**src/rtl/rr_dispatch_pkg.sv**
```systemverilog
// rtl/rr_dispatch_pkg.sv - shared constants and types for the round-robin FIFO dispatcher
package rr_dispatch_pkg;
    localparam int LANES         = 4;
    localparam int DEFAULT_DW    = 8;
    localparam int DEFAULT_DEPTH = 8;

    typedef logic [1:0]                       lane_idx_t;
    typedef logic [$clog2(DEFAULT_DEPTH):0]   lane_count_t;
endpackage

```
**src/rtl/rr_fifo_dispatcher_if.sv**
```systemverilog
// rtl/rr_fifo_dispatcher_if.sv - producer stream, per-lane read and status signals of the dispatcher
interface rr_fifo_dispatcher_if
    import rr_dispatch_pkg::*;
#(
    parameter int DW = DEFAULT_DW
);
    logic                  in_valid;
    logic [DW-1:0]         din;
    logic                  in_ready;
    logic [LANES-1:0]      ren;
    logic [LANES*DW-1:0]   dout;
    logic [LANES-1:0]      out_valid;
    logic [LANES-1:0]      error;
    lane_idx_t             wr_lane;

    modport master (
        output in_valid, din, ren,
        input  in_ready, dout, out_valid, error, wr_lane
    );

    modport slave (
        input  in_valid, din, ren,
        output in_ready, dout, out_valid, error, wr_lane
    );
endinterface

```
**src/rtl/dispatch_lane_fifo.sv**
```systemverilog
// rtl/dispatch_lane_fifo.sv - one lane FIFO with registered read data, valid and empty-read error
module dispatch_lane_fifo #(
    parameter int DW    = 8,
    parameter int DEPTH = 8
) (
    input  logic          clk,
    input  logic          rst_n,
    input  logic          wr_en,
    input  logic [DW-1:0] wr_data,
    input  logic          rd_en,
    output logic          full,
    output logic          empty,
    output logic [DW-1:0] dout,
    output logic          out_valid,
    output logic          error
);
    localparam int AW = $clog2(DEPTH);

    logic [DW-1:0] mem_q [DEPTH];
    logic [AW-1:0] wr_ptr_q, wr_ptr_d;
    logic [AW-1:0] rd_ptr_q, rd_ptr_d;
    logic [AW:0]   count_q, count_d;
    logic [DW-1:0] dout_q, dout_d;
    logic          out_valid_q, out_valid_d;
    logic          error_q, error_d;
    logic          do_wr, do_rd;

    // full/empty come from pre-edge state, so a read never frees room for a same-cycle write
    assign full  = (count_q == (AW+1)'(DEPTH));
    assign empty = (count_q == '0);
    assign do_wr = wr_en && !full;
    assign do_rd = rd_en && !empty;

    always_comb begin
        wr_ptr_d    = wr_ptr_q;
        rd_ptr_d    = rd_ptr_q;
        count_d     = count_q;
        dout_d      = dout_q;
        out_valid_d = do_rd;
        error_d     = rd_en && empty;
        if (do_wr) begin
            wr_ptr_d = wr_ptr_q + AW'(1);
        end
        if (do_rd) begin
            rd_ptr_d = rd_ptr_q + AW'(1);
            dout_d   = mem_q[rd_ptr_q];
        end
        case ({do_wr, do_rd})
            2'b10:   count_d = count_q + (AW+1)'(1);
            2'b01:   count_d = count_q - (AW+1)'(1);
            default: count_d = count_q;
        endcase
    end

    always_ff @(posedge clk) begin
        if (!rst_n) begin
            wr_ptr_q    <= '0;
            rd_ptr_q    <= '0;
            count_q     <= '0;
            dout_q      <= '0;
            out_valid_q <= 1'b0;
            error_q     <= 1'b0;
        end else begin
            wr_ptr_q    <= wr_ptr_d;
            rd_ptr_q    <= rd_ptr_d;
            count_q     <= count_d;
            dout_q      <= dout_d;
            out_valid_q <= out_valid_d;
            error_q     <= error_d;
        end
    end

    always_ff @(posedge clk) begin
        if (do_wr) begin
            mem_q[wr_ptr_q] <= wr_data;
        end
    end

    assign dout      = dout_q;
    assign out_valid = out_valid_q;
    assign error     = error_q;
endmodule

```
**src/rtl/rr_fifo_dispatcher.sv**
```systemverilog
// rtl/rr_fifo_dispatcher.sv - single stream to four lane FIFOs in round-robin order; RR_DISPATCH_SKIP_FULL_EN skips full lanes
module rr_fifo_dispatcher
    import rr_dispatch_pkg::*;
#(
    parameter int DW    = DEFAULT_DW,
    parameter int DEPTH = DEFAULT_DEPTH
) (
    input  logic               clk,
    input  logic               rst_n,
    rr_fifo_dispatcher_if.slave bus
);
    lane_idx_t           wr_lane_q, wr_lane_d;
    lane_idx_t           target;
    logic                target_ok;
    logic                in_ready;
    logic                accept;
    logic [LANES-1:0]    full;
    logic [LANES-1:0]    lane_empty_unused;
    logic [LANES-1:0]    wr_en;
    logic [LANES*DW-1:0] dout_w;
    logic [LANES-1:0]    out_valid_w;
    logic [LANES-1:0]    error_w;

`ifdef RR_DISPATCH_SKIP_FULL_EN
    lane_idx_t cand;

    // Descending scan so the nearest non-full lane at or after the pointer wins
    always_comb begin
        target    = wr_lane_q;
        target_ok = 1'b0;
        cand      = wr_lane_q;
        for (int k = LANES - 1; k >= 0; k--) begin
            cand = wr_lane_q + lane_idx_t'(k);
            if (!full[cand]) begin
                target    = cand;
                target_ok = 1'b1;
            end
        end
    end
`else
    always_comb begin
        target    = wr_lane_q;
        target_ok = !full[wr_lane_q];
    end
`endif

    always_comb begin
        in_ready  = rst_n && target_ok;
        accept    = bus.in_valid && in_ready;
        wr_lane_d = accept ? lane_idx_t'(target + lane_idx_t'(1)) : wr_lane_q;
        wr_en     = '0;
        if (accept) begin
            wr_en[target] = 1'b1;
        end
    end

    always_ff @(posedge clk) begin
        if (!rst_n) begin
            wr_lane_q <= '0;
        end else begin
            wr_lane_q <= wr_lane_d;
        end
    end

    for (genvar i = 0; i < LANES; i++) begin : g_lane
        dispatch_lane_fifo #(
            .DW    (DW),
            .DEPTH (DEPTH)
        ) u_lane (
            .clk       (clk),
            .rst_n     (rst_n),
            .wr_en     (wr_en[i]),
            .wr_data   (bus.din),
            .rd_en     (bus.ren[i]),
            .full      (full[i]),
            .empty     (lane_empty_unused[i]),
            .dout      (dout_w[i*DW +: DW]),
            .out_valid (out_valid_w[i]),
            .error     (error_w[i])
        );
    end

    assign bus.in_ready  = in_ready;
    assign bus.wr_lane   = wr_lane_q;
    assign bus.dout      = dout_w;
    assign bus.out_valid = out_valid_w;
    assign bus.error     = error_w;
endmodule

```
**src/flat_wrapper.sv**
```systemverilog
// flat-port wrapper written by rule: the top's interface ports become plain ports
module rr_fifo_dispatcher_flat import rr_dispatch_pkg::*;
#(
    parameter int DW    = DEFAULT_DW,
    parameter int DEPTH = DEFAULT_DEPTH
)
  (clk, rst_n, bus_in_valid, bus_din, bus_ren, bus_in_ready, bus_dout, bus_out_valid, bus_error, bus_wr_lane);
  rr_fifo_dispatcher_if #(.DW(DW)) bus_i ();
  input  logic clk;
  input  logic rst_n;
  input wire logic [$bits(bus_i.in_valid)-1:0] bus_in_valid;
  input wire logic [$bits(bus_i.din)-1:0] bus_din;
  input wire logic [$bits(bus_i.ren)-1:0] bus_ren;
  output wire logic [$bits(bus_i.in_ready)-1:0] bus_in_ready;
  output wire logic [$bits(bus_i.dout)-1:0] bus_dout;
  output wire logic [$bits(bus_i.out_valid)-1:0] bus_out_valid;
  output wire logic [$bits(bus_i.error)-1:0] bus_error;
  output wire logic [$bits(bus_i.wr_lane)-1:0] bus_wr_lane;
  assign bus_i.in_valid = bus_in_valid;
  assign bus_i.din = bus_din;
  assign bus_i.ren = bus_ren;
  assign bus_in_ready = bus_i.in_ready;
  assign bus_dout = bus_i.dout;
  assign bus_out_valid = bus_i.out_valid;
  assign bus_error = bus_i.error;
  assign bus_wr_lane = bus_i.wr_lane;
  rr_fifo_dispatcher #(.DW(DW), .DEPTH(DEPTH)) u_core (.clk(clk), .rst_n(rst_n), .bus(bus_i));
endmodule
```
**config.mk**
```make
export PLATFORM = sky130hd
export DESIGN_NAME = rr_fifo_dispatcher_flat
export DESIGN_NICKNAME = d
export VERILOG_FILES = /design/src/rtl/rr_dispatch_pkg.sv /design/src/rtl/rr_fifo_dispatcher_if.sv /design/src/rtl/dispatch_lane_fifo.sv /design/src/rtl/rr_fifo_dispatcher.sv /design/src/flat_wrapper.sv
export SDC_FILE = /design/constraint.sdc
export NUM_CORES = 1
export LEC_CHECK = 0
export ABC_AREA = 1
export ABC_CLOCK_PERIOD_IN_PS = 6500
export CORE_ASPECT_RATIO = 0.7
export CORE_MARGIN = 5
export CORE_UTILIZATION = 48
export CTS_CLUSTER_DIAMETER = 100
export DETAILED_ROUTE_END_ITERATION = 8
export HOLD_SLACK_MARGIN = 0.03
export PLACE_DENSITY = 0.75
export SYNTH_ARGS = -nofsm -noshare
export SYNTH_HDL_FRONTEND = slang
export SYNTH_SLANG_ARGS = --single-unit
```
**constraint.sdc**
```tcl
create_clock -name clk -period 6.5 [get_ports clk]
set_input_delay 0.975 -clock clk [delete_from_list [all_inputs] [get_ports clk]]
set_output_delay 0.975 -clock clk [all_outputs]
set_load 0.005 [all_outputs]
```
After elaboration in Yosys (flattened, before gate mapping)
Memory sizes are Yosys's and may differ from the RTL's. A register that Yosys moved wholly into a read port is not among the register bits.
Cells that the tools add are included.
{"block": "totals", "register_bits": 50, "latchBits": 0, "ram_bits": 256, "mem_bits_ro": 0, "input_bits": 15, "output_inout_bits": 43, "elab_cells": 109, "n_memories": 4}
{"block": "classes", "n_addsub": 17, "mul": 0, "div_mod_pow": 0, "n_lt_le_gt_ge": 2, "n_eq_ne": 12, "shifts": 0, "mux": 17, "bitwise_logic": 0, "n_reduce_logical": 36}
{"name": "u_core.g_lane[0].u_lane.mem_q", "words": 8, "width": 8, "read_ports": 1, "rd_clocked_by_memory_dff": 1, "wr": 1, "line": "dispatch_lane_fifo.sv:19", "source": "logic [DW-1:0] mem_q [DEPTH];"}
{"name": "u_core.g_lane[1].u_lane.mem_q", "words": 8, "width": 8, "read_ports": 1, "rd_clocked_by_memory_dff": 1, "wr": 1, "line": "dispatch_lane_fifo.sv:19"}
{"name": "u_core.g_lane[2].u_lane.mem_q", "words": 8, "width": 8, "read_ports": 1, "rd_clocked_by_memory_dff": 1, "wr": 1, "line": "dispatch_lane_fifo.sv:19"}
{"name": "u_core.g_lane[3].u_lane.mem_q", "words": 8, "width": 8, "read_ports": 1, "rd_clocked_by_memory_dff": 1, "wr": 1, "line": "dispatch_lane_fifo.sv:19"}
{"operator": "4-bit one-hot mux with 2 select lines", "n": 4}
{"operator": "3-bit by 1-bit adder with 3-bit output, second input constant", "n": 8}
{"operator": "4-bit by 1-bit adder with 4-bit output, second input constant", "n": 4}
{"operator": "4-bit == test, second input constant", "n": 4}
{"operator": "4-bit zero test", "n": 4}
{"operator": "4-bit by 1-bit subtractor with 4-bit output, second input constant", "n": 4}
{"operator": "1-bit logical AND", "n": 15}
{"operator": "1-bit zero test", "n": 13}
{"operator": "1-bit 2-to-1 mux", "n": 10}
{"operator": "2-bit by 1-bit == test with 1-bit output, second input constant", "n": 4}
{"operator": "2-bit == test, second input constant", "n": 4}
{"operator": "2-bit nonzero test", "n": 4}
{"operator": "4-bit 2-to-1 mux", "n": 1}
{"operator": "2-bit by 3-bit < comparator with 1-bit output, second input constant", "n": 1}
{"operator": "2-bit by 1-bit adder with 2-bit output, second input constant", "n": 1}
{"operator": "1-bit binary-select mux with 2-bit select", "n": 1}
{"operator": "1-bit demux with 2-bit select", "n": 1}
{"operator": "2-bit by 1-bit greater-or-equal comparator with 1-bit output, second input constant", "n": 1}

Depth between registers and ports, before layout
Gate-level depths: netlist of the first run.
{"block": "logic_depth", "ltp_word": 10, "mapped_depth": 17, "ltp_nobuf": 16}

Modules after synthesis
From an unflattened synthesis of the first run, not the netlist that was laid out.
{"block": "unflattened", "cells_unflattened": 1539, "area_unflattened_um2": 14891.8}
{"module": "dispatch_lane_fifo (u_core.g_lane[1].u_lane ...)", "n_inst": 3, "cells_each": 376, "area_each_um2": 3661.0, "seq_area_each_um2": 2322.2}
{"module": "dispatch_lane_fifo (u_core.g_lane[0].u_lane)", "n_inst": 1, "cells_each": 375, "area_each_um2": 3664.8, "seq_area_each_um2": 2322.2}
{"module": "rr_fifo_dispatcher", "n_inst": 1, "cells_each": 36, "area_each_um2": 244.0, "seq_area_each_um2": 40.0}

Least setup slack after synthesis of the first run
OpenSTA, ideal clock, no wires.
{"block": "synth_path", "path_type": "in2reg", "from": "in rst_n", "to": "reg u_core.g_lane[0].u_lane.count_q[2]", "setup_time_ps": 115, "arrival_ps": 2471, "setup_slack_ps": 3914, "stages": 12, "path_buffers": 2, "path_cell_list": "buf_6 > nand4_2 > buf_6 > nor2_8 > inv_1 > ha_1 > xor2_1 > ha_1 > a21oi_1 > xnor2_1 > o21ai_0 > inv_1"}
{"block": "synth_via", "elab_chain_len": 6}
{"element": "start: declaration", "line": "flat_wrapper.sv:10", "source": "input logic rst_n;"}
{"element": "1-bit logical AND", "line": "rr_fifo_dispatcher.sv:48", "source": "in_ready = rst_n && target_ok;"}
{"element": "1-bit logical AND", "line": "rr_fifo_dispatcher.sv:49", "source": "accept = bus.in_valid && in_ready;"}
{"element": "4-bit 2-to-1 mux", "line": "rr_fifo_dispatcher.sv:52", "source": "if (accept) begin"}
{"element": "1-bit logical AND", "line": "dispatch_lane_fifo.sv:31", "source": "assign do_wr = wr_en && !full;"}
{"element": "2-bit by 1-bit == test with 1-bit output / 2-bit == test (equally long branches)", "line": "dispatch_lane_fifo.sv:48", "source": "case ({do_wr, do_rd})"}
{"element": "4-bit one-hot mux with 2 select lines / 2-bit nonzero test (equally long branches)"}
{"element": "end signal: assignment", "line": "dispatch_lane_fifo.sv:66", "source": "count_q <= count_d;"}
{"element": "end: declaration", "line": "dispatch_lane_fifo.sv:22", "source": "logic [AW:0] count_q, count_d;"}
Several ways; a longest one is shown, not always the timed one.
A chain may end at the register's enable or synchronous reset.

Final worst setup path of the first run
{"block": "layout_path", "from": "in rst_n", "to": "out bus_in_ready"}
{"block": "layout_via", "elab_chain_len": 1}
{"element": "1-bit logical AND", "line": "rr_fifo_dispatcher.sv:48"}
{"element": "end: declaration", "line": "flat_wrapper.sv:14", "source": "output wire logic [$bits(bus_i.in_ready)-1:0] bus_in_ready;"}
No other way between the ends.

==> metrics, run 1 <==
status finished clean; Vias/cell roughly 5.5; core area between 20000 and 30000 um^2; post-DR wirelength/cell 17.6 um; Clk pwr share 0.297; Setup violations, final 0; Final GP Congestion a little under 0.8; largest area contributor in the netlist edfxtp_1; Tmin final about 3.7 ns; PortBufs between 50 and 60; synthesized net count about 1300; Final Max Tran Viols 0; H-tree levels 1; FF-to-FF setup slack between 3 and 4 ns; CTS Hold Buffers Added 0; most common cell in the netlist nor2_1; row count 52; Synth Area in Compound Gates 0.123; Crit Path Category in -> out; cells after synthesis between 1000 and 1500; Post-synth EDFFs approximately 260; DR iter-0 viols approximately 900; Top Ports 58; PostCTS Resize Cnt 0; clock root buffer clkbuf_16; clock transition at the registers of the reported paths approximately 0.060 ns; Worst Path Required between 5 and 6 ns; WL met1 approximately 13 mm; Synth Area in Simple Gates 0.132; average size of a mapped cell around 11 um^2; CP arrival ~2.8 ns; Flop pwr share 0.443; P per Cell Area just under 400 nW/um^2; highest routed layer met5; postcts setup bufs 0; fill count about 2400; cells along the critical path buf_2 -> nand2_1 -> nor2_4 -> clkdlybuf4s50_1; GR Overflow Total 0; mux share of post-synthesis cell area 0; Netlist cell types 28; combinational family with the most area after synthesis simple AND/OR/NAND/NOR gates; clk buf depth 3; maximum clock rate 268 MHz; final hold violation count 0; Die Span Y about 150 um; initial core utilization 0.484; width of the die approximately 210 um; area grow syn2layout 13.0%; top_reg_cell synth edfxtp_1; CP Launch Type input pin; Sink Count about 340; top cells by area, synth edfxtp_1, dfxtp_1, nor2_1; Post-Place Worst Slack around 2.4 ns; total power roughly 6 mW; share of the yosys chip area belonging to registers 0.672; xor/xnor share of the synthesized area 0.00757; first-pass GRT wire length 46.9 mm; crit path capture type primary output; share of cells above drive strength 1 0.0667; Post-Layout Cell Count roughly 1700; crit-path max cell delay roughly 0.64 ns; Clock Latency Late Sink about 0.56 ns; Peak supply drop 0.265 mV; antenna-violating nets left 0; antenna violations before repair 1; Gate power share 0.259; Setup TNS Final 0 ns; LEAKAGE roughly 5.4 nW; Least-Margin Pin Slew between 1 and 1.5 ns; Max Cap Viol 0; Hold Path Class reg -> reg; cell class contributing the biggest share of worst-path delay buffers and inverters; switching part of the total power 0.321; switching pwr just under 2 mW; diode count 0; drt total wl a little under 30 mm; placed cells about 1600; setup ws final 2.77 ns; Yosys reg bits around 340; TritonCTS clock tree built; # DRC 0; Int Power ~4.1 mW; largest net degree at the start of global routing 46; CP max FO 45; final period utilization 0.574; top cells by count, synth nor2_1, edfxtp_1, o21ai_0, nand2_1, dfxtp_1; slew margin rel. 0.212; unrepaired setup endpoints after global routing false; nets ~1300; routed wl met2 about 14 mm; vias in the first global route 8826; Detailed Routing Iterations Pass 1 5; dpl hpwl between 15 and 20 mm; fraction of registers with async set/reset 0; clk_skew slightly below 0.02 ns; met3 WL post-DR around 1.9 mm; routed vias just over 9000; total global-route track usage 0.179; die footprint between 30000 and 40000 um^2; slowest stage cell, crit path clkdlybuf4s50_1; synth warn 0; fraction of the mapped netlist area in adder cells 0.0216; CP Buf/Inv Count 2; share of the synthesized area in the top cell type 0.553; post-synth design cell area between 10000 and 15000 um^2; CTS Buf Count 31
## layer usage
metal,track usage,vias to the layer above
met5,0,-
met4,0.0378,2
met3,0.0333,51
met2,0.282,254
met1,0.263,4505
li1,-,4451
## layout make-up
cell class	instances	area, um^2	share of cell area
clock buffer	44	920	0.0586
clock inverter	13	95.1	0.00606
inverter	73	274	0.0175
multi-input combinational	781	3940	0.251
sequential	338	9330	0.594
tap	378	473	0.0301
timing repair buffer	70	663	0.0423
## placed cells by master, fill, tap and decap left out
| cell | n |
|---|---|
| nor2_1 | 292 |
| edfxtp_1 | 256 |
| o21ai_0 | 184 |
| nand2_1 | 96 |
| dfxtp_1 | 82 |
| inv_1 | 68 |
| o211ai_1 | 64 |
| a21oi_1 | 56 |
| clkdlybuf4s50_1 | 56 |
| clkbuf_16 | 32 |
| ha_1 | 24 |
| nand3_1 | 16 |
| buf_4 | 13 |
| nand4_1 | 11 |
| nor2_2 | 8 |
| xor2_1 | 8 |
| clkinv_2 | 8 |
| clkbuf_8 | 7 |
| clkinv_1 | 6 |
| o21ai_1 | 4 |
| xnor2_1 | 4 |
| clkbuf_1 | 4 |
| nand2_2 | 3 |
| nor2_8 | 3 |
| nand2_4 | 3 |
| nand3_2 | 2 |
| clkinvlp_4 | 2 |
| nand4_2 | 1 |
| nor2_4 | 1 |
| nand4_4 | 1 |
| inv_4 | 1 |
| bufinv_16 | 1 |
| clkbuf_4 | 1 |
| buf_2 | 1 |
## power by group through the flow
stage / combinational, mW / clock [mW] / sequential, mW
6_report: 1.56 / 1.79 / 2.67
5_1_grt: 1.77 / 1.91 / 2.70
4_1_cts: 1.57 / 1.82 / 2.67
3_5_place_dp: 1.56 / 0 / 2.72
3_3_place_gp: 1.51 / 0 / 2.71
2_1_floorplan: 1.12 / 0 / 2.63
## path summary, 6_finish.rpt
path | start | to | cells after the start
max | rst_n | bus_in_ready | 4
min | u_core.g_lane[3].u_lane.dout[3] | u_core.g_lane[3].u_lane.dout[3] | 2
max reg2reg | u_core.bus.wr_lane[0] | u_core.g_lane[2].u_lane.count_q[2] | 14
min reg2reg | u_core.g_lane[3].u_lane.dout[3] | u_core.g_lane[3].u_lane.dout[3] | 2
## state kept, by name, summed over array words and instances (netlist names)
signal / count
u_core.g_lane.u_lane.wr_ptr_q: 12
u_core.g_lane.u_lane.mem_q: 256
u_core.g_lane.u_lane.dout: 32
u_core.g_lane.u_lane.rd_ptr_q: 12
u_core.g_lane.u_lane.error: 4
u_core.g_lane.u_lane.out_valid: 4
u_core.g_lane.u_lane.count_q: 16
u_core.bus.wr_lane: 2
## worst min-delay path, cell delays in order (launching register included)
cell     delay (ns)
dfxtp_1        0.31
nand2_1        0.06
a21oi_1        0.05
## cells by family (layout without fill, tap and decap cells)
family	count (synthesis)	in the layout
AOI/OAI and AO/OA	308	308
buffers and inverters	141	200
DFF	338	338
adders and majority gates	24	24
and+or+nand+nor	437	437
xor gates and xnor gates	12	12
## through the flow
stage | cell area, um^2 | hold WS, ns | utilization
floorplan | 13900 | 0.461 | -
global route | 15700 | 0.475 | 0.547
global placement | 14700 | 0.451 | 0.512
detailed placement | 14700 | 0.455 | 0.512
CTS | 15700 | 0.464 | 0.547
finish | 15700 | 0.462 | 0.547
Power figures use the tool's default switching activity.
==> run 2: changes to the inputs <==
- ABC_CLOCK_PERIOD_IN_PS: 6500 -> 3500
- clock period: 6.5 -> 3.5 ns (I/O delays scaled with it)
==> run 2 against run 1 <==
Via count is 0.32% higher. Clock power is 69% higher. Die area stayed put. Register-to-register slack worse by 2.6 ns. Largest power group unchanged.
==> metrics, run 2 (synthesized netlist as in run 1, its figures left out) <==
Max Cap Viol 0 (unchanged); # DRC 0 (unchanged); Final Max Tran Viols 0 (unchanged); Least-Margin Pin Slew 1.15 ns (was 1.18 ns); Die Span Y 152 um (unchanged); GR met1 Demand/Resource 0.267 (was 0.263); Detailed Routing Iterations Pass 1 5 (unchanged); core area 28700 um^2 (unchanged); Tmin final between 3 and 4 ns; Biggest register u_core.g_lane.u_lane.mem_q (unchanged); Peak supply drop 0.411 mV (was 0.265 mV); routed vias 9293 (was 9263); maximum clock rate around 330 MHz; largest net degree at the start of global routing 41 (was 46); postcts setup bufs 0 (unchanged); drt total wl 29.7 mm (was 29.8 mm); area of the multi-input gates 3940 um^2 (unchanged); dpl hpwl 17.9 mm (about the same); H-tree levels 1 (unchanged); Vias/cell 5.45 (was 5.46); status finished clean (unchanged); PortBufs 57 (unchanged); met2 usage 0.281 (was 0.282); area grow syn2layout 12.6% (was 13.0%); clk buf depth 3 (unchanged); slew margin rel. 0.230 (was 0.212); Final GP Congestion 0.838 (was 0.796); LEAKAGE 5.42 nW (was 5.43 nW); post-DR wirelength/cell 17.4 um (was 17.6 um); row count 52 (unchanged); vias in the first global route 8921 (was 8826); share of cells above drive strength 1 0.0649 (was 0.0667); antenna violations before repair 1 (unchanged); crit path capture type primary output (unchanged); fill count 2371 (was 2372); CP max FO 13 (was 45); final period utilization 0.858; busiest layer in global routing met2 (unchanged); nets 1343 (was 1334); antenna-violating nets left 0 (unchanged); total power 10.9 mW (was 6.03 mW); first-pass GRT wire length 47.4 mm (was 46.9 mm); register area 9330 um^2 (unchanged); clk_skew 0.0143 ns (was 0.0194 ns); unrepaired setup endpoints after global routing false (unchanged); Hold Path Class in -> reg (was reg -> reg); Top Ports 58 (unchanged); CTS Buf Count 29 (was 31); most frequent cells in the layout nor2_1, edfxtp_1, o21ai_0 (unchanged); Util after Layout 0.545 (was 0.547); DR iter-0 viols 988 (was 896); PostCTS Resize Cnt 0 (unchanged); width of the die 213 um (unchanged); Clock Latency Late Sink 0.56 ns (about the same); diode count 0 (unchanged); initial core utilization 0.484 (unchanged); final hold violation count 0 (unchanged); commonest non-fill, non-tap cell in the layout nor2_1 (unchanged); met3 Track Usage GR 0.0329 (was 0.0333); total global-route track usage 0.180 (was 0.179); die footprint 32500 um^2 (unchanged); TritonCTS clock tree built (unchanged); CTS Hold Buffers Added 0 (unchanged); Worst Path Required 2.97 ns (was 5.52 ns); Crit Path Category reg -> out (was in -> out); Setup violations, final 0 (unchanged); GR Overflow Total 0 (unchanged); clock root buffer clkbuf_16 (unchanged); Largest register FFs 256 (unchanged); P per Cell Area 699 nW/um^2 (was 384 nW/um^2); Sink Count 338 (unchanged); CP arrival 2.48 ns (was 2.76 ns); CP Launch Type flip-flop (was input pin); Setup TNS Final 0 ns (unchanged); clock transition at the registers of the reported paths 0.07 ns (was 0.06 ns)
==> run 2: cell count changes in the layout (fill, tap and decap cells not counted), moves of 2 or more <==
cell        delta
buf_4         +11
clkinv_1       +5
clkinv_2       -5
clkbuf_1       +4
clkbuf_16      -3
clkinvlp_4     -2
==> run 2: path summary, 6_finish.rpt <==
check,from,endpoint,slack (ns),cells after the start
worst min register to register,u_core.g_lane[1].u_lane.dout[1],u_core.g_lane[1].u_lane.dout[1],0.46,2
worst max-delay path,u_core.bus.wr_lane[0],bus_in_ready,0.50,7
worst min-delay path,rst_n,u_core.g_lane[2].u_lane.wr_ptr_q[2],0.34,3
worst max register to register,u_core.bus.wr_lane[0],u_core.g_lane[0].u_lane.mem_q[7][6],0.75,8
==> run 2: final cells by class <==
class                           count  area share
Sequential cell                   338       0.596
Multi-Input combinational cell    781       0.252
Clock buffer                       43      0.0536
Timing Repair Buffer               81      0.0477
Tap cell                          378      0.0302
Inverter                           73      0.0175
Clock inverter                     10     0.00296
==> run 2: critical path: stages (launching register included) <==
cell and delay [ns]:
dfxtp_1 0.46, inv_1 0.15, nand3_1 0.11, nand2_1 0.06
nand2_2 0.07, nand2_1 0.09, nor2_4 0.39, clkdlybuf4s50_1 0.60
==> run 2: where the power goes <==
group          switching, mW  total, mW  internal (mW)  leakage, nW
logic                   1.79       2.93           1.14         2.01
clock network           1.39       3.03           1.65        0.436
registers              0.370       4.97           4.60         2.97
==> run 2: per-layer routing <==
layer  up-vias  wire (um)
li1       4460          -
met1      4464      13300
met2       325      13600
met3        44       2170
met4         0        602
met5         -          0
==> run 2: per-stage QoR <==
stage / hold WS [ns] / area (um^2) / setup WS (ns) / instances
2_1_floorplan: 0.461 / 13900 / 1.26 / 1260
3_3_place_gp: 0.452 / 14800 / 0.539 / 1651
3_5_place_dp: 0.456 / 14800 / 0.458 / 1651
4_1_cts: 0.338 / 15600 / 0.489 / 1704
5_1_grt: 0.363 / 15600 / 0.328 / 1704
6_report: 0.342 / 15600 / 0.496 / 1704
